[config.mk]
export PLATFORM = sky130hd
export DESIGN_NAME = kmp_lps_builder_flat
export DESIGN_NICKNAME = d
export VERILOG_FILES = /design/src/rtl/kmp_lps_builder_if.sv /design/src/rtl/kmp_lps_builder.sv /design/src/flat_wrapper.sv
export SDC_FILE = /design/constraint.sdc
export NUM_CORES = 1
export LEC_CHECK = 0
export CORE_ASPECT_RATIO = 0.7
export CORE_UTILIZATION = 40
export CTS_BUF_LIST = sky130_fd_sc_hd__clkbuf_2
export DETAILED_ROUTE_END_ITERATION = 10
export RECOVER_POWER = 25
export REMOVE_ABC_BUFFERS = 1
export SYNTH_ARGS = -nofsm -noshare
export SYNTH_HDL_FRONTEND = slang
export SYNTH_SLANG_ARGS = --single-unit
[constraint.sdc]
create_clock -name clk -period 9.4 [get_ports clk]
set_clock_uncertainty 0.15 [all_clocks]
set_input_delay 0.94 -clock clk [delete_from_list [all_inputs] [get_ports clk]]
set_output_delay 0.94 -clock clk [all_outputs]
set_load 0.05 [all_outputs]
[src/rtl/kmp_lps_builder_if.sv]
// Handshake and table-read bundle between the LPS builder, its pattern ROM and the KMP matcher.
// The master side drives start/pat_len/pat_data/lps_addr; the builder sits on the slave side.
interface kmp_lps_builder_if #(
  parameter int PAT_MAX = 8
);
  localparam int AW = (PAT_MAX > 1) ? $clog2(PAT_MAX) : 1;
  localparam int LW = $clog2(PAT_MAX + 1);

  logic          start;
  logic [LW-1:0] pat_len;
  logic [AW-1:0] pat_addr;
  logic [7:0]    pat_data;
  logic [AW-1:0] lps_addr;
  logic [LW-1:0] lps_data;
  logic [LW-1:0] len_q;
  logic          busy;
  logic          done;
  logic          err;

  modport master (
    output start, pat_len, pat_data, lps_addr,
    input  pat_addr, lps_data, len_q, busy, done, err
  );

  modport slave (
    input  start, pat_len, pat_data, lps_addr,
    output pat_addr, lps_data, len_q, busy, done, err
  );
endinterface

[src/rtl/kmp_lps_builder.sv]
// Loads a pattern from a synchronous ROM and builds the KMP failure (LPS) table,
// holding the finished table readable until the next start.
module kmp_lps_builder #(
  parameter int PAT_MAX = 8
) (
  input  logic clk,
  input  logic rst,
  kmp_lps_builder_if.slave bus
);
  localparam int AW = (PAT_MAX > 1) ? $clog2(PAT_MAX) : 1;
  localparam int LW = $clog2(PAT_MAX + 1);
  localparam logic [LW-1:0] MAX_LEN = LW'(PAT_MAX);

  localparam logic [1:0] S_IDLE    = 2'd0;
  localparam logic [1:0] S_LOAD    = 2'd1;
  localparam logic [1:0] S_COMPUTE = 2'd2;
  localparam logic [1:0] S_DONE    = 2'd3;

  logic [1:0]                 state;
  logic [PAT_MAX-1:0][7:0]    pbuf;
  logic [PAT_MAX-1:0][LW-1:0] lps;
  logic [LW-1:0]              m_q, len_q, i, k, j;
  logic                       err;

  logic [LW-1:0] i_inc, k_inc;
  logic          len_ok, chr_eq;

  assign i_inc  = i + 1'b1;
  assign k_inc  = k + 1'b1;
  assign len_ok = (bus.pat_len != '0) && (bus.pat_len <= MAX_LEN);
  assign chr_eq = (pbuf[i[AW-1:0]] == pbuf[k[AW-1:0]]);

  // Address wraps modulo PAT_MAX, so m-1 for m==PAT_MAX lands on the last entry.
  assign bus.pat_addr = (state == S_LOAD) ?
                        ((j < m_q) ? j[AW-1:0] : m_q[AW-1:0] - 1'b1) : '0;
  assign bus.lps_data = lps[bus.lps_addr];
  assign bus.len_q    = len_q;
  assign bus.err      = err;
  assign bus.busy     = (state == S_LOAD) || (state == S_COMPUTE);
  assign bus.done     = (state == S_DONE);

  always_ff @(posedge clk or negedge rst) begin
    if (!rst) begin
      state <= S_IDLE;
      pbuf  <= '0;
      lps   <= '0;
      m_q   <= '0;
      len_q <= '0;
      i     <= '0;
      k     <= '0;
      j     <= '0;
      err   <= 1'b0;
    end else begin
      case (state)
        S_IDLE: begin
          if (bus.start) begin
            if (len_ok) begin
              m_q    <= bus.pat_len;
              j      <= '0;
              i      <= LW'(1);
              k      <= '0;
              lps[0] <= '0;
              err    <= 1'b0;
              state  <= S_LOAD;
            end else begin
              err   <= 1'b1;
              state <= S_DONE;
            end
          end
        end
        S_LOAD: begin
          // ROM data in this cycle belongs to the address presented one cycle earlier.
          if (j != '0) pbuf[j[AW-1:0] - 1'b1] <= bus.pat_data;
          if (j == m_q) begin
            if (m_q == LW'(1)) begin
              len_q <= m_q;
              state <= S_DONE;
            end else begin
              state <= S_COMPUTE;
            end
          end else begin
            j <= j + 1'b1;
          end
        end
        S_COMPUTE: begin
          if (chr_eq) begin
            k              <= k_inc;
            lps[i[AW-1:0]] <= k_inc;
            i              <= i_inc;
          end else if (k != '0) begin
            k <= lps[k[AW-1:0] - 1'b1];
          end else begin
            lps[i[AW-1:0]] <= '0;
            i              <= i_inc;
          end
          if ((chr_eq || k == '0) && i_inc == m_q) begin
            len_q <= m_q;
            state <= S_DONE;
          end
        end
        default: state <= S_IDLE;
      endcase
    end
  end
endmodule

[src/flat_wrapper.sv]
// flat-port wrapper written by rule: the top's interface ports become plain ports
module kmp_lps_builder_flat 
#(
  parameter int PAT_MAX = 8
)
  (clk, rst, bus_start, bus_pat_len, bus_pat_data, bus_lps_addr, bus_pat_addr, bus_lps_data, bus_len_q, bus_busy, bus_done, bus_err);
  kmp_lps_builder_if #(.PAT_MAX(PAT_MAX)) bus_i ();
  input  logic clk;
  input  logic rst;
  input wire logic [$bits(bus_i.start)-1:0] bus_start;
  input wire logic [$bits(bus_i.pat_len)-1:0] bus_pat_len;
  input wire logic [$bits(bus_i.pat_data)-1:0] bus_pat_data;
  input wire logic [$bits(bus_i.lps_addr)-1:0] bus_lps_addr;
  output wire logic [$bits(bus_i.pat_addr)-1:0] bus_pat_addr;
  output wire logic [$bits(bus_i.lps_data)-1:0] bus_lps_data;
  output wire logic [$bits(bus_i.len_q)-1:0] bus_len_q;
  output wire logic [$bits(bus_i.busy)-1:0] bus_busy;
  output wire logic [$bits(bus_i.done)-1:0] bus_done;
  output wire logic [$bits(bus_i.err)-1:0] bus_err;
  assign bus_i.start = bus_start;
  assign bus_i.pat_len = bus_pat_len;
  assign bus_i.pat_data = bus_pat_data;
  assign bus_i.lps_addr = bus_lps_addr;
  assign bus_pat_addr = bus_i.pat_addr;
  assign bus_lps_data = bus_i.lps_data;
  assign bus_len_q = bus_i.len_q;
  assign bus_busy = bus_i.busy;
  assign bus_done = bus_i.done;
  assign bus_err = bus_i.err;
  kmp_lps_builder #(.PAT_MAX(PAT_MAX)) u_core (.clk(clk), .rst(rst), .bus(bus_i));
endmodule
* Word level (Yosys, flattened, before mapping) *
Cells that the tools add are included.

word-level totals
  flip-flop bits (word level) = 119
  latch bits = 0
  bits in writable memories = 0
  bits in read-only memories = 0
  input port bits = 18
  output and inout bits = 14
  logic and storage cells = 121
  memories kept = 0

operators by class
  add/sub/neg operators = 6
  multiply operators = 0
  divide/modulo/power cells = 0
  order comparisons = 9
  eq/ne operators = 16
  shifts and indexed selects = 0
  mux-type cells = 42
  bitwise logic cells = 2
  reductions and logical operators = 23

operator list
  cell                 number
  $bwmux 64            1
  $mux 32              2
  $mux 4               15
  $bmux 8 s3           2
  $pmux 4 s2           5
  $and 32x32->32       1
  $bwmux 32            1
  $not 32->32          1
  $bmux 4 s3           2
  $demux 8 s3          1
  $mux 8               3
  $lt 3x4->1 const B   5
  $reduce_and 4->1     4
  $add 4x1->4 const B  3
  $demux 4 s3          1
  $reduce_bool 4->1    3
  $ne 2x2->1 const B   5
  $sub 3x1->3 const B  3
  $eq 4x4->1           2
  $eq 8x8->1           1
  $mux 2               4
  $ge 3x1->1 const B   2
  $mux 3               2
  $ne 3x2->1 const B   2
  other kinds (15)     27

* Depth between registers and ports, before layout *
Gate-level depths: netlist of the first run.

  depth after elaboration = 9
  depth in mapped cells = 12
  depth with buffers taken out = 9

* Worst setup path after synthesis of the first run *
OpenSTA, ideal clock, no wires.

  kind = input to output
  start = input bus_lps_addr[0]
  end = output bus_lps_data[0]
  data arrival time = 2.301 ns
  data required time = 8.310 ns
  slack = 6.009 ns
  stages on the path = 3
  buffers on the path = 1
  cells stage by stage = clkbuf_1 -> mux4_2 -> mux2_2

on the way
  cells in the longest elaborated chain, start to end = 2

ends and longest elaborated chain
  element                       RTL line               RTL
  start, declared               flat_wrapper.sv:13     input wire logic [$bits(bus_i.lps_addr)-1:0] bus_lps_addr;
  $bmux 4 s3                    kmp_lps_builder.sv:36  assign bus.lps_data = lps[bus.lps_addr];
  $mux 4 (not written as such)  kmp_lps_builder.sv:36
  end, declared                 flat_wrapper.sv:15     output wire logic [$bits(bus_i.lps_data)-1:0] bus_lps_data;

No other way between the ends. The select of a mux whose other input is x is not followed.

* Final worst setup path of the first run *
  start = register u_core.k[0]
  end = register u_core.lps[5] (netlist name)

on the way
  cells in the longest elaborated chain, start to end = 5
  elaborated cells between the ends (all ways) = 9
  those cells by class = add/sub: 1; eq/ne: 2; mux: 4; reduce/logical: 2

ends and longest elaborated chain
  element                        RTL line               RTL
  start, declared                kmp_lps_builder.sv:22  logic [LW-1:0] m_q, len_q, i, k, j;
  start signal, assigned         kmp_lps_builder.sv:87  k <= k_inc;
  start signal, assigned         kmp_lps_builder.sv:91  k <= lps[k[AW-1:0] - 1'b1];
  $bmux 8 s3                     kmp_lps_builder.sv:31  assign chr_eq = (pbuf[i[AW-1:0]] == pbuf[k[AW-1:0]]);
  $mux 8 (not written as such)   kmp_lps_builder.sv:31
  $eq 8x8->1                     kmp_lps_builder.sv:31
  $ne 2x1->1 (no line)           -
  $reduce_and 2->1 (no line)     -
  end signal, assigned by index  kmp_lps_builder.sv:88  lps[i[AW-1:0]] <= k_inc;
  end, declared                  kmp_lps_builder.sv:21  logic [PAT_MAX-1:0][LW-1:0] lps;

Several ways; a longest one is shown, not always the timed one. The select of a mux whose other input is x is not followed.
A chain may end at the register's enable or synchronous reset.

==> results list, run 1 <==
* Fraction of the core area covered by cells at the end of the flow: 46.3%
* Crit Path Max Fanout: 24
- The pre-antenna-repair detailed-routing pass consisted of 5 iterations.
- In this design, the stage delay of the slowest critical-path cell is 0.80 ns.
* Worst-case headroom to the max-slew limit: -59.9%
- First-pass GRT wire length: roughly 27 mm
- Area of the placeable core: 16,600 um^2
- In the final routed layout, each cell accounts on average for 20.2 um.
* Leakage Power: 3.33 nW
* Per-instance average area after synthesis: 12.7 um^2
- Crit-path cells: buf_4, mux4_1, mux2_2, a21oi_2, o2111ai_1, nor4_2, o21ai_1, or3b_4, mux2_1
- The initial antenna violation count is 0.
* Total setup buffers inserted after CTS: 0
- Die Y: around 110 um
- Total number of vias: between 4,000 and 5,000
* Worst Setup Start Kind: flop
* TritonCTS clock tree: built
- Total number of yosys warnings: 0
- The first routing iteration left 362 violations.
* Total Nets Final: slightly above 600
- Standard-cell row count: 39
- The worst setup path is of the reg -> reg kind.
* Distinct cells, synth: 60
* Number of H-tree levels: 4
- The cell sitting at the root of the clock tree is a clkbuf_2.
- For this design, the slowest cell found on the critical path is nor4_2.
- STA puts the critical path data arrival time at between 4 and 5 ns.
* Run status: finished, violations left
- The total overflow left after global routing is 0.
- Synthesis inferred 119 register bits.
* Clk pin slew, worst setup/hold paths: ~0.21 ns
- RSZ-0062 raised after global routing: no
* Final setup fails: 0
* Final Hold Fails: 0
- Routability-driven placement finished with a final weighted congestion of 0.845.
- Setup slack on the worst reg-to-reg path comes out at 5.00 ns.
* Violated checks: max-capacitance violations, max-slew violations
- Start point of the critical path: u_core.k[0]
- Resized cells post-CTS: 0
- The number of antenna diodes in the final layout is 0.
* Clk sinks: about 120
- Fin crit share: a little under half
- The die covers ~18,000 um^2.
* Largest net degree at the start of global routing: 78
- The most critical setup path has its endpoint at u_core.lps[5].
* Initial core utilization: 41.6%
- Layout cells sized above 1: a little under a third
- STA classifies the critical path endpoint as a flop.
- Number of fill cells: roughly 1,500
- Max-cap violations in this run came to 1.
* Number of cells on the worst reg-to-reg path: 9
* Vias per inst: roughly 5.8
- The cell count after synthesis came out at ~540.
* Hold buffer count at CTS: 0
- In this run the critical register-to-register path is launched from u_core.k[0].
- Post-DP HPWL: 11.2 mm
* Number of global-route vias before repair: between 4,000 and 5,000
- At the worst endpoint, the required time is 9.81 ns.
* Total count of max-transition violations in the final report: 44
- Path type of the worst min-delay path: reg -> reg
- Highest Clock Rate: 227 MHz
- The most used flip-flop cell after synthesis is dfrtp_1.
- For this design the ratio of total power to cell area is 281 nW/um^2.
* Die Width: 159 um
- Counting the buffers created by CTS gives 17.
- Top-level port count: 32
* Crit path time final: around 4.4 ns
* Total Routing Usage GR: 19.6%
- Reg2reg end: u_core.lps[5]
- For the pin with the worst max-slew slack, the measured transition is ~2.4 ns.
- Clk_lat worst skew: 0.69 ns
- Sequential fraction of the synthesis area: 43.2%
- Worst IR Drop VDD: 0.167 mV
- Mapped Area: just under 7000 um^2
- Area growth from synthesis to layout: 11.4%
- The synthesized design contains 0 enable-type register cells.
- For the final routed database, the setup TNS stands at 0 ns.
- Port bufs: 31
- Number of buffers on the longest clock path: 2
- The routed design has 16.4 mm of wire.
* Routed Antenna Nets: 0
- Residual DRC: 0
- Share of async-settable or async-resettable flops after synthesis: between 90% and 100%
layout make-up:
cell class	count	area, um^2	share of cell area (%)
multi-input cells	373	3690	48.0
clock inverters	15	201	2.62
flip-flops and latches	119	2980	38.8
clock buffers	17	85.1	1.11
inverters	21	78.8	1.03
repair buffers	39	364	4.74
well taps	225	282	3.67
cells in the mapped netlist, drive strengths merged (7+ instances only):
master,number,area [um^2]
ha,15,188
mux2i,18,180
mux2,104,1170
o21ai,23,119
xnor2,11,96.3
nand2,24,90.1
nor2b,10,62.6
dfrtp,119,2980
clkbuf,17,63.8
nor2,19,71.3
buf,14,91.3
mux4,41,953
a21oi,14,73.8
inv,21,78.8
xor2,7,61.3
nand3,11,55.1
and2,9,56.3
metrics by stage:
step	instance area (um^2)	power, mW	setup slack (ns)	instances	hold slack, ns
after floorplan	6740	1.50	5.27	513	0.318
after global placement	7390	1.75	5.02	777	0.336
after detailed placement	7390	1.78	5.00	777	0.338
after CTS	7680	2.17	4.97	809	0.0446
after global routing	7680	2.31	4.61	809	0.413
final	7680	2.16	5.00	809	0.374
how the worst min path moves through the flow:
stage               slack (ns)                 from                   to  cells after the start
floorplan                 0.32        u_core.lps[4]        u_core.lps[4]                      1
global placement          0.34       u_core.bus.err       u_core.bus.err                      2
detailed placement        0.34       u_core.bus.err       u_core.bus.err                      2
CTS                       0.04                  rst       u_core.bus.err                      1
global route              0.41  u_core.bus.len_q[3]  u_core.bus.len_q[3]                      1
finish                    0.37       u_core.bus.err       u_core.bus.err                      2
layer usage:
layer | part of all wire, % | vias to the layer above | global-route usage, % | routed length (um)
met4 | 0.70 | 0 | 4.55 | 114
met3 | 6.4 | 10 | 5.89 | 1050
met2 | 44 | 149 | 28.8 | 7130
li1 | - | 2100 | - | -
met5 | 0 | - | 0 | 0
met1 | 49 | 2427 | 28.5 | 8070
worst max-delay path: cells and delay by family, from the launching register on:
| family | cells | cell delay [ns] |
|---|---|---|
| compound gates | 3 | 0.63 |
| buf+inv | 1 | 0.44 |
| flops | 1 | 0.52 |
| mux | 3 | 1.24 |
| simple gates | 2 | 1.31 |
power by group:
part | total, mW | switching (mW) | internal, mW | leakage, nW
Sequential | 0.783 | 0.133 | 0.650 | 1.59
Clock | 0.388 | 0.212 | 0.177 | 0.164
Combinational | 0.984 | 0.523 | 0.462 | 1.58
cell families (layout without fill, tap and decap cells):
group	count (synthesis)	count (layout)	synth area share [%]
AOI/OAI and AO/OA	68	68	6.52
xor gates and xnor gates	18	18	2.29
adders and majority gates	15	15	2.72
buffers and inverters	52	92	3.39
DFF	119	119	43.2
muxes	163	163	33.4
and+or+nand+nor	109	109	8.46
flip-flops by register name, indices dropped and copies added, names as in the netlist:
register	flops
u_core.i	4
u_core.k	4
u_core.m_q	4
u_core.j	4
u_core.lps	32
u_core.bus.err	1
u_core.state	2
u_core.bus.len_q	4
u_core.pbuf	64
placed cells by master (no fill, tap or decap), types with 7 or more instances in the layout:
master           instances
xnor2_1                 11
o21ai_0                 21
and2_1                   9
mux2i_1                 18
nor2_1                  19
xor2_1                   7
mux4_1                   8
mux2_2                  99
inv_1                   20
clkbuf_2                17
nand3_1                 11
nor2b_1                 10
nand2_1                 24
a21oi_1                 13
mux4_2                  33
dfrtp_1                119
ha_1                    15
buf_4                    8
clkdlybuf4s50_1         30
Note: power is estimated with default switching activity, not from simulation.
==> run 2: changes to the inputs <==
==> constraint.sdc (replaced) <==
create_clock -name clk -period 4.36 [get_ports clk]
set_clock_uncertainty 0.15 [all_clocks]
set_input_delay 0.436 -clock clk [delete_from_list [all_inputs] [get_ports clk]]
set_output_delay 0.436 -clock clk [all_outputs]
set_load 0.05 [all_outputs]
==> run 2 against run 1 <==
Against the previous run: via count decreased by 0.26%; die area unchanged; global-route usage is 0.069 points lower; critical path depth unchanged; sequential power rose by 120%; core utilization up 0.40 points; register-to-register slack got worse by 4.4 ns; the run still ends with max-capacitance violations, max-slew violations left; combinational power rose by 120%; final cell count increased by 1.6%; clock-buffer cell count grew 2; sequential share of layout area decreased by 0.33 points.
==> results list, run 2 (same netlist as run 1, synthesis figures left out) <==
* Run status: finished, violations left
- Violated checks: max-capacitance violations, max-slew violations
- Summing all placed instances gives a cell area of 7490 um^2.
- Crit path time final: around 3.8 ns
* Data arrival time of the critical path: about 3.2 ns
- The worst setup path is launched from a flop.
- The initialized floorplan defines 39 standard-cell rows.
- The library cell used most frequently in the layout, excluding fill and tap cells, is dfrtp_1.
- In this run the vertical extent of the chip is ~110 um.
- The hold violation total from the final report was 0.
* Initial antenna violation count: 0
* Inserted Clock Buffers: 17
* Routed Antenna Nets: 0
- TritonCTS built the clock tree.
- Number of iterations in the first detailed-routing pass: 5
- Setup violations remaining at the end of the flow were counted as 0.
* Die Width: between 150 and 200 um
* Required time of the critical path: 3.77 ns
* Cell chosen for the clock root: clkbuf_2
* Layout cells sized above 1: about a third
- By instance count, the cell type seen most on the critical path is o21ai_0.
- Clk pin slew, worst setup/hold paths: around 0.20 ns
* Initial core utilization: roughly 42%
- The die covers between 15,000 and 20,000 um^2.
* Largest net degree at the start of global routing: 58
- Area of the placeable core: between 15,000 and 20,000 um^2
- Slack of the worst reg-to-reg path: roughly 0.56 ns
* Total Nets Final: just over 600
- Top-level port count: 32
* Residual DRC: 0
- Critical path buffer and inverter count: 1
- Dividing the detail-routed wire length by the instance count gives about 20 um.
- GR Overflow Total: 0
- Total power per unit cell area: 597 nW/um^2
* Fin Setup TNS: 0 ns
- Path type of the worst min-delay path: in -> reg
- The critical path goes through ha_1, nor2b_1, o21ai_0, nand2b_1, a21oi_1, nand2_1, o21ai_0, and2_1, clkdlybuf4s50_1.
- The tree built by TritonCTS fans out to ~120 sinks.
- Number of buffers on the longest clock path: 2
- Biggest register: u_core.pbuf
* Worst IR Drop VDD: 0.301 mV
- Fin crit share: between 80 and 90%
* CP max stage delay: 0.80 ns
* Total number of vias: 4,674
* Port bufs: 31
- In the final layout, the registers with the most flip-flops are u_core.pbuf x64, u_core.lps x32.
- The wire-length estimate of the detail-placed layout is 11.7 mm.
- The register with the most flip-flops in the layout has 64 of them.
- Number of diodes: 0
* Leakage Power: approximately 3.4 nW
- Maxcap violations: 1
* First DRT Iteration DRCs: around 320
* Area growth from synthesis to layout: 12.3%
- Vias per inst: 5.69
- Crit Path Max Fanout: 6
- Routability-driven placement finished with a final weighted congestion of 0.795.
- Most used cells in the layout excluding fill and tap cells: dfrtp_1 (119), mux2_2 (99), mux4_2 (33)
* Pin slew with the least headroom to its limit: 3.31 ns
- Broken down by cell family, the worst path's largest delay share belongs to buffers and inverters.
- In this run the tightest slew margin relative to its limit is -121%.
- Kind of end point of the critical path: output port
* Highest Clock Rate: between 200 and 300 MHz
* Number of global-route vias before repair: 4,842
* Number of H-tree levels: 4
- RSZ-0062 raised after global routing: no
- Global routing used 19.6% of the available tracks across all layers.
- The setup path with the least slack is of type reg -> out.
- For the worst-skew pair, the clock arrives at the later sink with an insertion delay of about 0.66 ns.
* Highest-delay cell along the critical path: clkdlybuf4s50_1
- Total setup buffers inserted after CTS: 0
* Routed WL: between 15 and 20 mm
- Gates resized during post-CTS repair numbered 0.
* Total count of max-transition violations in the final report: 58
- Once layout is complete, the utilization of the core stands at between 40% and 50%.
- The first global-routing pass estimated 27.2 mm of wire.
- Area of all placed cells without fillers: between 7000 and 8000 um^2
## run 2: cell types whose count changed in the layout (fill, tap and decap cells not counted)
cell / delta
dlygate4sd3_1: +1
clkinv_2: +2
buf_4: +12
clkinv_1: -2
clkinvlp_4: +3
bufinv_16: -1
clkbuf_2: +3
clkinv_4: -3
inv_6: -2
## run 2: layout make-up
type	instances	area, um^2
Multi-Input combinational cell	373	3690
Fill cell	1492	8850
Sequential cell	119	2980
Tap cell	225	282
Inverter	21	78.8
Timing Repair Buffer	53	469
Clock inverter	12	153
Clock buffer	19	95.1
## run 2: layer usage
layer | wire length (um) | share of wire [%] | track usage (%) | up-vias
met1 | 8090 | 50 | 29.0 | 2405
met4 | 82 | 0.51 | 3.40 | 0
met3 | 819 | 5.1 | 5.59 | 9
met5 | 0 | 0 | 0 | -
li1 | - | - | - | 2121
met2 | 7100 | 44 | 28.7 | 139
## run 2: final timing paths
| check | start | endpoint | cells past startpoint |
|---|---|---|---|
| worst max-delay path | u_core.j[1] | bus_pat_addr[0] | 9 |
| worst min-delay path | bus_pat_len[0] | u_core.m_q[0] | 3 |
| worst max register to register | u_core.i[0] | u_core.bus.len_q[2] | 10 |
| worst min register to register | u_core.bus.err | u_core.bus.err | 2 |
| max in group asynchronous | rst | u_core.lps[4] | 3 |
| min in group asynchronous | rst | u_core.j[0] | 2 |
## run 2: repair_timing
item,4_1_cts,5_1_grt
endpoints found under the setup margin,0,0
hold buffers,1,0
hold endpoints to repair,55,0
## run 2: where the power goes
part / switching, mW / leakage (nW) / internal, mW
clock: 0.431 / 0.142 / 0.319
sequential: 0.335 / 1.59 / 1.40
combinational: 1.10 / 1.65 / 1.03
## run 2: worst register-to-register path, cell delays in order (launching register included)
cell and delay, ns:
dfrtp_1 0.85, buf_4 0.33, nor2b_1 0.36, a22oi_1 0.20, a21oi_2 0.16, o2111ai_1 0.18, nor4_2 0.38, buf_4 0.22
o21ai_2 0.09, a21oi_1 0.37, mux2_2 0.38
## run 2: per-stage QoR
step | std cells | setup slack, ns | hold WS (ns) | total power [mW]
global route | 822 | 0.150 | 0.167 | 4.94
CTS | 822 | 0.454 | 0.179 | 4.66
finish | 822 | 0.529 | 0.226 | 4.62
detailed placement | 790 | 0.616 | 0.354 | 3.89
floorplan | 513 | 0.225 | -0.00959 | 3.23
global placement | 790 | 0.710 | 0.336 | 3.81
